File: config.mk
export PLATFORM = sky130hd
export DESIGN_NAME = store_byte_arbiter_flat
export DESIGN_NICKNAME = d
export VERILOG_FILES = /design/src/rtl/store_byte_arbiter_if.sv /design/src/rtl/store_byte_arbiter.sv /design/src/flat_wrapper.sv
export SDC_FILE = /design/constraint.sdc
export NUM_CORES = 1
export LEC_CHECK = 0
export BUFFER_PORTS_ARGS = -buffer_cell sky130_fd_sc_hd__buf_4
export CAP_MARGIN = 20
export CORE_MARGIN = 10
export CORE_UTILIZATION = 45
export DETAILED_ROUTE_END_ITERATION = 10
export PLACE_DENSITY = 0.66
export SLEW_MARGIN = 20
export SYNTH_ARGS = -nofsm -noshare
export SYNTH_HDL_FRONTEND = slang
export SYNTH_SLANG_ARGS = --single-unit
File: constraint.sdc
create_clock -name clk -period 5.3 [get_ports clk]
set_input_delay 0.265 -clock clk [delete_from_list [all_inputs] [get_ports clk]]
set_output_delay 0.265 -clock clk [all_outputs]
set_load 0.03 [all_outputs]
File: src/rtl/store_byte_arbiter_if.sv
// Request/grant/response bundle shared by the two requesters and store_byte_arbiter.
// master = requester side (bench), slave = arbiter side.
interface store_byte_arbiter_if #(
    parameter int unsigned ADDR_W = 2
);
    logic              req0;
    logic              req1;
    logic              we0;
    logic              we1;
    logic [ADDR_W-1:0] addr0;
    logic [ADDR_W-1:0] addr1;
    logic [7:0]        wdata0;
    logic [7:0]        wdata1;
    logic              gnt0;
    logic              gnt1;
    logic              ack0;
    logic              ack1;
    logic [7:0]        rdata;
    logic              rd_valid;
    logic              busy;

    modport master (
        output req0, req1, we0, we1, addr0, addr1, wdata0, wdata1,
        input  gnt0, gnt1, ack0, ack1, rdata, rd_valid, busy
    );

    modport slave (
        input  req0, req1, we0, we1, addr0, addr1, wdata0, wdata1,
        output gnt0, gnt1, ack0, ack1, rdata, rd_valid, busy
    );
endinterface

File: src/rtl/store_byte_arbiter.sv
// Two-requester arbiter in front of a small byte store; IDLE -> ACCESS -> RESP per transaction.
// Define STORE_ARB_FIXED_PRIO_EN for fixed priority (requester 0 wins ties) instead of round-robin.
module store_byte_arbiter #(
    parameter int unsigned ADDR_W = 2
) (
    input logic                clk,
    input logic                rst,
    store_byte_arbiter_if.slave io_bus
);
    localparam int unsigned Depth = 1 << ADDR_W;

    typedef enum logic [1:0] {StIdle, StAccess, StResp} state_e;

    state_e            r_state;
    logic              r_we;
    logic [ADDR_W-1:0] r_addr;
    logic [7:0]        r_wdata;
    logic              r_id;
    logic [7:0]        r_mem [Depth];
    logic [7:0]        r_rdata;
    logic              r_gnt0;
    logic              r_gnt1;
    logic              r_ack0;
    logic              r_ack1;
    logic              r_rd_valid;
    logic              r_busy;
    logic              w_win;

`ifdef STORE_ARB_FIXED_PRIO_EN
    always_comb begin
        w_win = ~io_bus.req0;
    end
`else
    logic r_last;

    // On a tie the requester not granted most recently wins.
    always_comb begin
        w_win = io_bus.req1;
        if (io_bus.req0 && io_bus.req1) begin
            w_win = ~r_last;
        end
    end
`endif

    always_ff @(posedge clk) begin
        if (rst) begin
            r_state    <= StIdle;
            r_we       <= 1'b0;
            r_addr     <= '0;
            r_wdata    <= 8'h00;
            r_id       <= 1'b0;
            r_rdata    <= 8'h00;
            r_gnt0     <= 1'b0;
            r_gnt1     <= 1'b0;
            r_ack0     <= 1'b0;
            r_ack1     <= 1'b0;
            r_rd_valid <= 1'b0;
            r_busy     <= 1'b0;
            for (int unsigned i = 0; i < Depth; i++) begin
                r_mem[i[ADDR_W-1:0]] <= 8'h00;
            end
`ifndef STORE_ARB_FIXED_PRIO_EN
            r_last     <= 1'b1;
`endif
        end else begin
            r_gnt0     <= 1'b0;
            r_gnt1     <= 1'b0;
            r_ack0     <= 1'b0;
            r_ack1     <= 1'b0;
            r_rd_valid <= 1'b0;
            case (r_state)
                StIdle: begin
                    if (io_bus.req0 || io_bus.req1) begin
                        // Capture the winner's request so it may change after its grant.
                        r_id    <= w_win;
                        r_we    <= w_win ? io_bus.we1    : io_bus.we0;
                        r_addr  <= w_win ? io_bus.addr1  : io_bus.addr0;
                        r_wdata <= w_win ? io_bus.wdata1 : io_bus.wdata0;
                        r_gnt0  <= ~w_win;
                        r_gnt1  <= w_win;
                        r_busy  <= 1'b1;
                        r_state <= StAccess;
`ifndef STORE_ARB_FIXED_PRIO_EN
                        r_last  <= w_win;
`endif
                    end
                end
                StAccess: begin
                    if (r_we) begin
                        r_mem[r_addr] <= r_wdata;
                    end else begin
                        r_rdata <= r_mem[r_addr];
                    end
                    r_ack0     <= ~r_id;
                    r_ack1     <= r_id;
                    r_rd_valid <= ~r_we;
                    r_state    <= StResp;
                end
                StResp: begin
                    r_busy  <= 1'b0;
                    r_state <= StIdle;
                end
                default: begin
                    r_busy  <= 1'b0;
                    r_state <= StIdle;
                end
            endcase
        end
    end

    assign io_bus.gnt0     = r_gnt0;
    assign io_bus.gnt1     = r_gnt1;
    assign io_bus.ack0     = r_ack0;
    assign io_bus.ack1     = r_ack1;
    assign io_bus.rdata    = r_rdata;
    assign io_bus.rd_valid = r_rd_valid;
    assign io_bus.busy     = r_busy;
endmodule

File: src/flat_wrapper.sv
// flat-port wrapper written by rule: the top's interface ports become plain ports
module store_byte_arbiter_flat 
#(
    parameter int unsigned ADDR_W = 2
)
  (clk, rst, io_bus_req0, io_bus_req1, io_bus_we0, io_bus_we1, io_bus_addr0, io_bus_addr1, io_bus_wdata0, io_bus_wdata1, io_bus_gnt0, io_bus_gnt1, io_bus_ack0, io_bus_ack1, io_bus_rdata, io_bus_rd_valid, io_bus_busy);
  store_byte_arbiter_if #(.ADDR_W(ADDR_W)) io_bus_i ();
  input logic clk;
  input logic rst;
  input wire logic [$bits(io_bus_i.req0)-1:0] io_bus_req0;
  input wire logic [$bits(io_bus_i.req1)-1:0] io_bus_req1;
  input wire logic [$bits(io_bus_i.we0)-1:0] io_bus_we0;
  input wire logic [$bits(io_bus_i.we1)-1:0] io_bus_we1;
  input wire logic [$bits(io_bus_i.addr0)-1:0] io_bus_addr0;
  input wire logic [$bits(io_bus_i.addr1)-1:0] io_bus_addr1;
  input wire logic [$bits(io_bus_i.wdata0)-1:0] io_bus_wdata0;
  input wire logic [$bits(io_bus_i.wdata1)-1:0] io_bus_wdata1;
  output wire logic [$bits(io_bus_i.gnt0)-1:0] io_bus_gnt0;
  output wire logic [$bits(io_bus_i.gnt1)-1:0] io_bus_gnt1;
  output wire logic [$bits(io_bus_i.ack0)-1:0] io_bus_ack0;
  output wire logic [$bits(io_bus_i.ack1)-1:0] io_bus_ack1;
  output wire logic [$bits(io_bus_i.rdata)-1:0] io_bus_rdata;
  output wire logic [$bits(io_bus_i.rd_valid)-1:0] io_bus_rd_valid;
  output wire logic [$bits(io_bus_i.busy)-1:0] io_bus_busy;
  assign io_bus_i.req0 = io_bus_req0;
  assign io_bus_i.req1 = io_bus_req1;
  assign io_bus_i.we0 = io_bus_we0;
  assign io_bus_i.we1 = io_bus_we1;
  assign io_bus_i.addr0 = io_bus_addr0;
  assign io_bus_i.addr1 = io_bus_addr1;
  assign io_bus_i.wdata0 = io_bus_wdata0;
  assign io_bus_i.wdata1 = io_bus_wdata1;
  assign io_bus_gnt0 = io_bus_i.gnt0;
  assign io_bus_gnt1 = io_bus_i.gnt1;
  assign io_bus_ack0 = io_bus_i.ack0;
  assign io_bus_ack1 = io_bus_i.ack1;
  assign io_bus_rdata = io_bus_i.rdata;
  assign io_bus_rd_valid = io_bus_i.rd_valid;
  assign io_bus_busy = io_bus_i.busy;
  store_byte_arbiter #(.ADDR_W(ADDR_W)) u_core (.clk(clk), .rst(rst), .io_bus(io_bus_i));
endmodule
==> results.tsv <==
metric	value	unit
status	finished, final reports clean	
Routability Congestion	0.7780	
Post-Syn Area	2576	um2
synthesized flop and latch total	61	
Max transition margin	44.56	%
leak pwr	0.001220	uW
post-CTS setup buffers	0	
GRT Total Usage	12.52	%
routed vias/inst	4.984	
Seq/Total Area, Yosys	59.83	%
largest net degree at the start of global routing	33	
DR iter-0 viols	51	
HP Class	in -> reg	
Clock Latency Late Sink	0.34	ns
IO Count	40	
Worst setup EP type	flip-flop	
Tightest Pin Transition	0.8267	ns
top cell type's share of synthesized area	37.30	%
Synth top cells by count	34 x and2_1, 32 x edfxtp_1, 29 x dfxtp_1	
clock slew at reported path FFs	0.07	ns
Overflow after GRT	0	
final setup vio count	0	
Post-Route Skew	0.01027	ns
synth warn	0	
part of the cycle the worst path needs	35.38	%
Setup crit start kind	flip-flop	
count leader, synth	and2_1	
CP Class	reg -> reg	
Detailed Route WL	5189	um
via count	1570	
Post-synth ARST share	0	%
diode count	0	
Starting Density	46.50	%
IO Port Bufs	39	
number of flops mapped to enable cells by yosys	32	
Arrival @ worst endpoint	1.89	ns
layout cell share with drive strength beyond 1	27.16	%
number of cell rows	27	
Worst EP required	5.31	ns
R2R setup slack	3.42	ns
power per cell area	349.2	nW/um2
drt pass-1 iters	4	
Sink Count	61	
CTS HTree Levels	3	
syn_area_per_cell	12.69	um2
RSZ-0062 raised after global routing	false	
CTS resizes	0	
syn_nets	229	
clock buffer depth	2	
drc violations	0	
initial antenna violation count	0	
vias in the first global route	1671	
Clk Tree Root Cell	clkbuf_8	
critical path fanouts, max	11	
nets	264	
Final ANT Viol Nets	0	
global-route wire length before repair	8535	um
Sum Neg Setup Slack	0	ns
HPWL Detailed	3791	um
Final Hold Viols	0	
fin util	55.56	%
Fmax	533.3	MHz
post-route minimum period	1.875	ns
area leader, netlist	edfxtp_1	
Slew Viols, Final	0	
routed len/inst	16.47	um
CTS buffer count	9	
synthesis-to-finish area growth	19.48	%
CTS tree	done	
MaxCap Viol Count	0	
hold slack	0.2765	ns
die span in x	95.67	um
die area	9152	um2
top cells by area, synth	edfxtp_1 37%, dfxtp_1 23%, and2_1 8.3%, mux4_2 7.0%, mux2i_1 4.3%	
fillcell total	492	
ys flop type	edfxtp_1	
core area	5540	um2
worst vdd ir	0.1263	mV
synth unique cells	30	
CTS Hold Bufs	0	
Die Span Y	95.67	um
Syn Inst Count	203	
==> where the power goes <==
part | internal (uW) | switching (uW) | leakage [uW]
clock | 227 | 179 | 0.000108
sequential | 525 | 30.9 | 0.000570
combinational | 56.8 | 56.6 | 0.000543
==> cell usage in the layout (no fill, tap or decap), types with 3 or more instances in the layout <==
| master | count |
|---|---|
| nand2_1 | 17 |
| edfxtp_1 | 32 |
| buf_4 | 39 |
| inv_4 | 3 |
| and2_1 | 34 |
| dfxtp_1 | 29 |
| or2_1 | 4 |
| nor2_1 | 3 |
| clkbuf_8 | 9 |
| mux4_2 | 8 |
| a21oi_1 | 20 |
| a211oi_1 | 11 |
| mux2i_1 | 11 |
==> critical path, stage by stage (launching register included) <==
cell and delay (ns):
dfxtp_1 0.39, and4bb_1 0.47, nor3b_4 0.34, or2_1 0.35
==> registers in the layout, indices dropped and copies added (netlist names) <==
name                    cells
u_core.r_id                 1
u_core.r_wdata              8
u_core.r_addr               2
u_core.io_bus.rdata         8
u_core.r_we                 1
u_core.r_mem               32
u_core.io_bus.ack1          1
u_core.r_last               1
u_core.io_bus.gnt1          1
u_core.io_bus.rd_valid      1
u_core.io_bus.gnt0          1
u_core.io_bus.busy          1
u_core.r_state              2
u_core.io_bus.ack0          1
==> final cells by class <==
class	count	area, um2	area share, %
flip-flops and latches	61	1541	50.08
clock inverters	4	23.77	0.7724
multi-input cells	127	952.2	30.93
repair buffers	39	292.8	9.512
well taps	72	90.09	2.927
clock buffers	12	177.7	5.772
==> layer usage <==
metal	GRT usage [%]	routed length (um)	share of wire, %	vias up
met4	6.511	99	1.9	0
met3	5.263	309	6.0	9
met2	18.51	2401	46	45
met1	15.26	2379	46	715
li1	-	-	-	801
met5	0	0	0	-
==> logic make-up (layout without fill, tap and decap cells) <==
| kind of cell | count (synthesis) | count (layout) | share of synthesized area [%] |
|---|---|---|---|
| and+or+nand+nor | 72 | 72 | 16.76 |
| DFF | 61 | 61 | 59.83 |
| AOI/OAI and AO/OA | 36 | 36 | 8.937 |
| muxes | 19 | 19 | 11.27 |
| buffers and inverters | 15 | 55 | 3.205 |
==> stage by stage <==
stage               setup WS (ns)  area, um2  total power (uW)  std cells
floorplan                   3.644       2576             638.3        203
global placement            3.342       2877             680.3        299
detailed placement          3.279       2877             682.0        299
CTS                         3.417       3078              1086        315
global route                3.263       3078              1127        315
finish                      3.425       3078              1075        315
==> worst paths after layout <==
check / to / cells after the start / start
setup reg to reg: u_core.r_mem[0][4]$_SDFFCE_PN0P_ / 3 / u_core.r_state[1]$_SDFFE_PP0N_
setup / recovery: u_core.r_mem[0][4]$_SDFFCE_PN0P_ / 3 / u_core.r_state[1]$_SDFFE_PP0N_
hold reg to reg: u_core.io_bus.rdata[7]$_SDFFE_PP0P_ / 2 / u_core.io_bus.rdata[7]$_SDFFE_PP0P_
hold / removal: u_core.r_wdata[5]$_SDFFE_PP0N_ / 3 / io_bus_wdata0[5]
Power figures use the tool's default switching activity.
